### src/rtl/updown_mod_counter.sv
// updown_mod_counter
//   Up/down counter over the inclusive range [0..max_value], where max_value
//   can change at runtime. The counter supports a synchronous load that is
//   clamped to max_value. At the limits it either wraps or saturates, chosen
//   by a parameter. A registered wrap pulse marks every edge on which a wrap
//   took place.
//
//   Priority on each rising edge: reset (low) > load > enable > hold.
//
//   All limit decisions compare against max_value and 0. They never rely on
//   natural N-bit overflow, so max_value = 2^N-1 behaves the same as any
//   other top value.
module updown_mod_counter #(
   parameter int N            = 3,
   parameter bit WRAP_MODE    = 1'b1,
   parameter bit RESET_TO_MAX = 1'b1
) (
   input  logic         clock,
   input  logic         reset,
   input  logic         enable,
   input  logic         dir,
   input  logic         load,
   input  logic [N-1:0] load_value,
   input  logic [N-1:0] max_value,
   output logic [N-1:0] count,
   output logic         wrap,
   output logic         at_limit
);

   localparam logic [N-1:0] ONE  = N'(1);
   localparam logic [N-1:0] ZERO = '0;

   // Compare results shared by the next-state logic and at_limit.
   logic         above_max;
   logic         at_top;
   logic         at_bottom;
   logic [N-1:0] load_clamped;

   // Next-state values chosen by the step logic below.
   logic [N-1:0] count_next;
   logic         wrap_next;

   assign above_max    = (count > max_value);
   assign at_top       = (count == max_value);
   assign at_bottom    = (count == ZERO);
   assign load_clamped = (load_value > max_value) ? max_value : load_value;

   // Terminal value for the current direction. This is purely combinational,
   // so a change of dir or max_value shows up without a cycle of delay.
   assign at_limit = dir ? (count >= max_value) : at_bottom;

   // Next count and wrap pulse for a non-reset edge.
   always_comb begin
      count_next = count;
      wrap_next  = 1'b0;
      if (load) begin
         count_next = load_clamped;
      end else if (enable) begin
         if (above_max) begin
            // max_value shrank below count: snap to the new top, with no pulse.
            count_next = max_value;
         end else if (dir) begin
            if (!at_top) begin
               count_next = count + ONE;
            end else if (WRAP_MODE) begin
               count_next = ZERO;
               wrap_next  = 1'b1;
            end
         end else begin
            if (!at_bottom) begin
               count_next = count - ONE;
            end else if (WRAP_MODE) begin
               count_next = max_value;
               wrap_next  = 1'b1;
            end
         end
      end
   end

   // Count and wrap registers with synchronous active-low reset.
   always_ff @(posedge clock) begin
      if (!reset) begin
         count <= RESET_TO_MAX ? max_value : ZERO;
         wrap  <= 1'b0;
      end else begin
         count <= count_next;
         wrap  <= wrap_next;
      end
   end

endmodule
### config.mk
export PLATFORM = sky130hd
export DESIGN_NAME = updown_mod_counter
export DESIGN_NICKNAME = d
export VERILOG_FILES = /design/src/rtl/updown_mod_counter.sv
export SDC_FILE = /design/constraint.sdc
export NUM_CORES = 1
export LEC_CHECK = 0
export ABC_AREA = 1
export CORE_AREA = 2 2 39 41
export CTS_BUF_LIST = sky130_fd_sc_hd__clkbuf_8
export CTS_CLUSTER_DIAMETER = 100
export DETAILED_ROUTE_END_ITERATION = 12
export DIE_AREA = 0 0 41 43
export PLACE_DENSITY = 0.73
export SYNTH_ARGS = -nofsm -noshare
export SYNTH_HDL_FRONTEND = slang
export SYNTH_SLANG_ARGS = --single-unit
### constraint.sdc
create_clock -name clock -period 3.7 [get_ports clock]
set_clock_uncertainty 0.1 [all_clocks]
set_input_delay 0.74 -clock clock [delete_from_list [all_inputs] [get_ports clock]]
set_output_delay 0.74 -clock clock [all_outputs]
set_load 0.05 [all_outputs]
# == After elaboration in Yosys (flattened, before gate mapping) ==
# Index checks and enable logic that the tools add are counted.
# totals
elab_cells,25
in_bits,11
register_bits,4
out_inout_bits,5
# classes
n_mux,12
n_bitwise,2
order_cmp,3
n_eq_ne,2
reduce_logical,2
addsub,2
# ops
op,n
2-to-1 mux 3 bit,8
> comparator 3 bit,2
2-to-1 mux 1 bit,4
OR reduction 4 bit,1
adder 3 x 1 -> 3 bit (second input constant),1
equality test 3 bit,1
>= comparator 3 bit,1
zero test 3 bit,1
inequality test 3 x 1 -> 1 bit (second input constant),1
subtractor 3 x 1 -> 3 bit (second input constant),1
inverter 1 bit,2

# == Depth between registers and ports, before layout ==
# logic_depth
word_depth,7
mapped_depth,12
mapped_depth_nobuf,12

# == Worst setup path before layout ==
# Ideal clock, no wire load.
# synth_timing
path_type,register to output
startpoint,register count[0]
endpoint,output at_limit
path_slack_ps,1082
n_path_buf,0
arrival_ps,1778
path_stages_with_launch,7
required_time_ps,2860
cell_sequence,edfxtp_1 > inv_1 > ha_1 > nand3_1 > nor2_1 > a21oi_1 > nand2_1
# synth_between
elab_chain_len,2
elab_cells_between_ends,3
cone_classes,order compare: 1; mux: 1; reduce/logical: 1
# synth_lines
element,line_no,rtl
start: declaration,25,"output logic [N-1:0] count,"
start signal: assignment,83,count <= RESET_TO_MAX ? max_value : ZERO;
start signal: assignment,86,count <= count_next;
>= comparator 3 bit or zero test 3 bit (tied branches),"50, 45",
2-to-1 mux 1 bit *,50,assign at_limit = dir ? (count >= max_value) : at_bottom;
end: declaration,27,output logic at_limit
# Every way passes the cells marked *; elsewhere a longest branch is shown, timed or not.

# == Worst setup path after layout ==
# layout_timing
startpoint,input max_value[2]
endpoint,output at_limit
# layout_between
elab_chain_len,2
# layout_lines
element,line_no,rtl
start: declaration,24,"input logic [N-1:0] max_value,"
>= comparator 3 bit,50,
2-to-1 mux 1 bit,50,
# Every way passes these cells.

==> impl_metrics.json <==
{
  "cp-endpoint": "at_limit",
  "syn_to_final_growth_pct": 40.2,
  "place_area_um2": 741,
  "dp_cells": 126,
  "cts_setup_buffers": 0,
  "gp_congestion": 0.812,
  "slew_headroom_pct": 67.0,
  "outcome": "complete, no violations",
  "start_util_pct": 40.5,
  "syn_avg_cell_area_um2": 5.90,
  "leakagePower_uw": 0.000433,
  "cts_resized": 0,
  "critPathMaxStageDelay_ps": 510,
  "critical_path.startpoint": "max_value[2]",
  "fin_hold_ws_ps": 818,
  "io_pins": 16,
  "max-clock-path-buffers": 2,
  "syn_nets": 115,
  "diodes": 0,
  "setup_viol": 0,
  "wl_per_cell_um": 10.4,
  "nNetsFinal": 135,
  "coreArea_um2": 1380,
  "vias_per_cell": 4.93,
  "layout-drive-gt1-share_pct": 5.26,
  "p_per_area_nw_per_um2": 401,
  "r2r-end": "count[1]",
  "grt_usage_pct": 18.2,
  "report.final.slew_viol_count": 0,
  "ys_warn_count": 0,
  "clk_pin_slew_worst_paths_ps": 30,
  "h-tree-depth": 1,
  "grt_pass1_wl_um": 2190,
  "cp-start-kind": "primary input",
  "hold_viol_final": 0,
  "clock_latency_ps": 220,
  "numPortBuffers": 15,
  "reg2reg_slack_ps": 1800,
  "grt_setup_unrepaired": "false",
  "synth_seq_cells": 4,
  "drt-total-wl_um": 1350,
  "drtIter0Drc": 21,
  "floorplan.die.height_um": 43,
  "cpMaxStageDelayCell": "clkdlybuf4s50_1",
  "cts_buffers": 3,
  "synth_area_um2": 561,
  "gr-total-overflow": 0,
  "drt-pass1-iter-count": 4,
  "die_width_um": 41,
  "end_kind": "primary output",
  "cts_tree": "done",
  "arrival_ps": 2370,
  "cp_max_fo": 4,
  "hold_buffers": 0,
  "setup-tns-final_ps": 0,
  "drcViolationCount": 0,
  "timing_worst_setup_path_type": "primary input to primary output",
  "tightestPinTransition_ps": 493,
  "drv_cap": 0,
  "reg2reg_from": "count[0]",
  "worstPathCellList": "clkdlybuf4s50_1 > inv_1 > ha_1 > nand3_1 > nor2_1 > a21oi_1 > nand2_1 > buf_12",
  "ys_seq_area_share_pct": 19.6,
  "die_area_um2": 1760,
  "first_global_vias": 557,
  "ir_drop_v": 0.000189,
  "synthCells": 95,
  "cts_root_buf": "clkbuf_8",
  "fmax_mhz": 312,
  "critical_path_required_ps": 2860,
  "period_needed_ps": 3210,
  "rows": 14,
  "dpl.hpwl_um": 1120,
  "ant_nets": 0,
  "clock_sinks": 4,
  "synth.distinct_cells": 11,
  "grt_max_degree": 6,
  "antenna_found_initial": 0,
  "fin_crit_sh_pct": 86.6,
  "min_path_type": "flip-flop to flip-flop",
  "vias": 641,
  "fin_cells": 130,
  "fill_cells": 143,
  "r2r_cells": 11,
  "stdcell_area_um2": 786
}
## metrics by stage
stage	util (%)	power, uW	worst slack (ps)
floorplan	-	166	1080
global placement	53.5	217	563
detailed placement	53.5	221	506
CTS	56.8	317	510
global route	56.8	338	419
finish	56.8	315	495
## cell families after synthesis
| logic type | count (synthesis) | share of synthesized area [%] |
|---|---|---|
| compound gates | 8 | 7.14 |
| fa+ha+maj | 9 | 20.1 |
| buf+inv | 15 | 10.0 |
| flops | 4 | 19.6 |
| simple gates | 59 | 43.1 |
## critical path: cells and delay by family
kind                     cells  cell delay (ps)
AND/OR/NAND/NOR              3              350
adder cells (fa/ha/maj)      1              340
buffers and inverters        3              760
AO/OA/AOI/OAI                1              160
## where the power goes
| part | total, uW | switching (uW) | internal, uW | leakage [uW] |
|---|---|---|---|---|
| clock network | 94.4 | 23.5 | 70.8 | 0.0000269 |
| registers | 62.5 | 7.04 | 55.5 | 0.0000397 |
| logic | 158 | 96.3 | 62.2 | 0.000366 |
## routing by layer
metal	wire [um]	vias up	GRT usage (%)
li1	-	341	-
met1	594	277	22.3
met2	687	21	29.4
met3	56	2	3.14
met4	15	0	8.00
met5	0	-	0
## sequential cells by signal (all words and copies together) (netlist names)
signal,count
count,3
wrap,1
## how the worst min path moves through the flow
stage                         from  endpoint  slack [ps]  cells after the start
final                     count[0]  count[0]         820                      5
after global routing      count[0]  count[0]         890                      5
after CTS                 count[0]  count[0]         820                      5
after detailed placement  count[0]  count[0]         800                      5
after global placement    count[0]  count[0]         820                      5
after floorplan             enable      wrap         790                      2
## cell usage after synthesis
cell type / count / share of area [%]
edfxtp_1: 3 / 16
nor2_1: 7 / 4.7
a21oi_1: 5 / 4.5
nand2_1: 39 / 26
inv_1: 15 / 10
nand2_2: 2 / 2.2
ha_1: 9 / 20
nand4_1: 1 / 1.1
nand3_1: 10 / 8.9
o21ai_0: 3 / 2.7
dfxtp_1: 1 / 3.6
## placed cells by master, fill, tap and decap left out, drive strengths merged
cell           instances
a21oi                  5
buf                    1
clkbuf                 3
clkdlybuf4s50         14
dfxtp                  1
edfxtp                 3
ha                     9
inv                   16
nand2                 41
nand3                 10
nand4                  1
nor2                   7
o21ai                  3
## layout make-up
class	count	area, um^2	share of cell area, %
Multi-Input combinational cell	76	394	50.2
Timing Repair Buffer	15	160	20.4
Sequential cell	4	110	14.0
Inverter	15	56.3	7.17
Clock buffer	3	41.3	5.25
Tap cell	16	20.0	2.55
Clock inverter	1	3.75	0.478
Note: power is estimated with default switching activity, not from simulation.
==> variant, RTL diff (config.mk and constraints unchanged) <==
Put one more register stage on the output `count`, without a reset. The value now appears one clock later. The other outputs are not delayed to match.
--- a/src/rtl/updown_mod_counter.sv
+++ b/src/rtl/updown_mod_counter.sv
@@ -30,6 +30,8 @@
    localparam logic [N-1:0] ONE  = N'(1);
    localparam logic [N-1:0] ZERO = '0;
 
+   logic [N-1:0] count_s0;
+
    // Compare results shared by the next-state logic and at_limit.
    logic         above_max;
    logic         at_top;
@@ -40,18 +42,18 @@
    logic [N-1:0] count_next;
    logic         wrap_next;
 
-   assign above_max    = (count > max_value);
-   assign at_top       = (count == max_value);
-   assign at_bottom    = (count == ZERO);
+   assign above_max    = (count_s0 > max_value);
+   assign at_top       = (count_s0 == max_value);
+   assign at_bottom    = (count_s0 == ZERO);
    assign load_clamped = (load_value > max_value) ? max_value : load_value;
 
    // Terminal value for the current direction. This is purely combinational,
    // so a change of dir or max_value shows up without a cycle of delay.
-   assign at_limit = dir ? (count >= max_value) : at_bottom;
+   assign at_limit = dir ? (count_s0 >= max_value) : at_bottom;
 
    // Next count and wrap pulse for a non-reset edge.
    always_comb begin
-      count_next = count;
+      count_next = count_s0;
       wrap_next  = 1'b0;
       if (load) begin
          count_next = load_clamped;
@@ -61,14 +63,14 @@
             count_next = max_value;
          end else if (dir) begin
             if (!at_top) begin
-               count_next = count + ONE;
+               count_next = count_s0 + ONE;
             end else if (WRAP_MODE) begin
                count_next = ZERO;
                wrap_next  = 1'b1;
             end
          end else begin
             if (!at_bottom) begin
-               count_next = count - ONE;
+               count_next = count_s0 - ONE;
             end else if (WRAP_MODE) begin
                count_next = max_value;
                wrap_next  = 1'b1;
@@ -80,12 +82,16 @@
    // Count and wrap registers with synchronous active-low reset.
    always_ff @(posedge clock) begin
       if (!reset) begin
-         count <= RESET_TO_MAX ? max_value : ZERO;
+         count_s0 <= RESET_TO_MAX ? max_value : ZERO;
          wrap  <= 1'b0;
       end else begin
-         count <= count_next;
+         count_s0 <= count_next;
          wrap  <= wrap_next;
       end
    end
 
+   always_ff @(posedge clock) begin
+      count <= count_s0;
+   end
+
 endmodule
Check against the original RTL: not equivalent (a bounded check fails within 4 cycles, from zero or initial values).
==> variant against the original RTL <==
- routed wire length is 10% lower
- synthesized area is 11% higher
- sequential power rose by 62%
- global-route usage down 0.11 points
- fmax is 0.98% higher
- design area grew 7.6%
- sequential cell count up 3
- non-clock buffer count did not move
- power rose by 13%
- register-to-register slack better by 0.02 ns
- largest power group unchanged
- setup slack improved by 0.031 ns
==> variant: results (changes against the original RTL) <==
[status]
outcome=completed

[cts]
cts_made_buffers=3  ; unchanged
clock_tree.buffer_depth=2  ; unchanged
holdBufCountCts=0  ; unchanged
worstSkewPairLatency_ns=0.22  ; about the same
cts_root_buf=sky130_fd_sc_hd__clkbuf_8
clock_sinks=7  ; +3
postCtsSetupBuffers=0  ; unchanged
postCtsResizedCells=0  ; unchanged

[global_route]
largest_net_degree_at_the_start_of_global_routing=6  ; unchanged
grt.total_usage_pct=18.1  ; -0.11 points
first_pass_grt_wire_length_um=2190  ; -0.32%
via_count_of_the_first_global_routing_pass=585  ; +5.0%
antenna_found_initial=0  ; unchanged

[detailed_routing]
detailedRoute.firstIterationViolations=14  ; -33%
detail_route.first_pass.iterations=4  ; unchanged
route.vias.total=650  ; +1.4%
routed_wl_um=1220  ; -10%

[synthesis]
post_synthesis_net_count=118  ; +2.6%
synth-edff-count=3  ; unchanged
yosys-top-cells-area=sky130_fd_sc_hd__nand2_1 (24%), sky130_fd_sc_hd__ha_1 (18%), sky130_fd_sc_hd__edfxtp_1 (15%)
synth-main-ff-cell=sky130_fd_sc_hd__dfxtp_1
synth.cells.most_frequent=sky130_fd_sc_hd__nand2_1 (39), sky130_fd_sc_hd__inv_1 (15), sky130_fd_sc_hd__nand3_1 (10), sky130_fd_sc_hd__ha_1 (9), sky130_fd_sc_hd__nor2_1 (7)
ys_seq_area_share_pct=27.4  ; +7.8 points

[hold_path]
hold_path_end=count[0]$_DFF_P_
worst_hold_start=count_s0[0]$_DFFE_PP_
holdPathStages=0  ; -5

[placement]
place_congestion=0.834  ; +2.6%
dp_hpwl_um=1060  ; -4.7%
dp_area_um2=801  ; +8.1%

[setup_path]
reg2reg_slack_ns=1.82  ; +0.02 ns
critical_path_arrival_ns=2.33  ; -0.04 ns
r2r_start=count_s0[2]$_DFFE_PP_
path_max_fanout=4  ; unchanged
r2r-end=count_s0[1]$_DFFE_PP_
worst-r2r-cell-count=10  ; -1

[final_layout]
largest_registers=count (3), count_s0 (3), wrap (1)
net_count_of_the_finished_layout=138  ; +2.2%
drive_gt1_share_pct=5.13  ; -0.13 points

[power_and_ir_drop]
irDropWorstVdd_uv=266  ; +40%
power.static_leakage_nw=0.458  ; +5.8%

[sta]
tightestPinTransition_ns=0.490  ; -0.00292 ns

variant: cell types whose count changed after synthesis:
| cell | change |
|---|---|
| sky130_fd_sc_hd__dfxtp_1 | +3 |
variant: worst max-delay path: stages:
cell and delay (ns):
sky130_fd_sc_hd__clkdlybuf4s50_1 0.49, sky130_fd_sc_hd__inv_1 0.08, sky130_fd_sc_hd__ha_1 0.33, sky130_fd_sc_hd__nand3_1 0.16, sky130_fd_sc_hd__nor2_1 0.08, sky130_fd_sc_hd__a21oi_1 0.17
sky130_fd_sc_hd__nand2_1 0.12, sky130_fd_sc_hd__buf_12 0.16
variant: power by group:
| group | total [mW] | leakage (nW) | internal (mW) | switching [mW] |
|---|---|---|---|---|
| combinational | 0.155 | 0.366 | 0.0620 | 0.0931 |
| clock | 0.101 | 0.0269 | 0.0714 | 0.0295 |
| sequential | 0.101 | 0.0650 | 0.0930 | 0.00765 |
| total | 0.357 | 0.458 | 0.226 | 0.130 |
variant: cell type report:
type / count / area [um^2] / share of cell area (%)
inverters: 15 / 56.3 / 6.66
flip-flops and latches: 7 / 170 / 20.1
well taps: 16 / 20.0 / 2.37
multi-input cells: 76 / 394 / 46.6
repair buffers: 15 / 160 / 18.9
clock buffers: 3 / 41.3 / 4.88
clock inverters: 1 / 3.75 / 0.444
variant: metrics by stage:
stage          instances  util, %  power (mW)  hold slack, ns  setup slack (ns)
3_3_place_gp         129     57.9       0.256           0.345             0.580
4_1_cts              133     61.1       0.361           0.357             0.518
2_1_floorplan         98        -       0.205           0.299              1.11
6_report             133     61.1       0.357           0.349             0.526
5_1_grt              133     61.1       0.387           0.362             0.428
3_5_place_dp         129     57.9       0.258           0.343             0.527
variant: worst max path at each step:
stage | endpoint | slack, ns | cells past startpoint
after global routing | at_limit | 0.43 | 8
after floorplan | at_limit | 1.11 | 6
after global placement | at_limit | 0.58 | 8
final | at_limit | 0.53 | 8
after CTS | at_limit | 0.52 | 8
after detailed placement | at_limit | 0.53 | 8
variant: cell families after synthesis:
group	Yosys count	synth area share, %
simple gates	59	38.9
buf+inv	15	9.07
fa+ha+maj	9	18.1
compound gates	8	6.45
flops	7	27.4
variant: routing by layer:
metal	vias to the layer above	global-route usage [%]	wire [um]
li1	348	-	-
met1	283	21.7	540
met2	19	29.7	613
met3	0	6.28	63
met4	0	4.00	0
met5	-	0	0
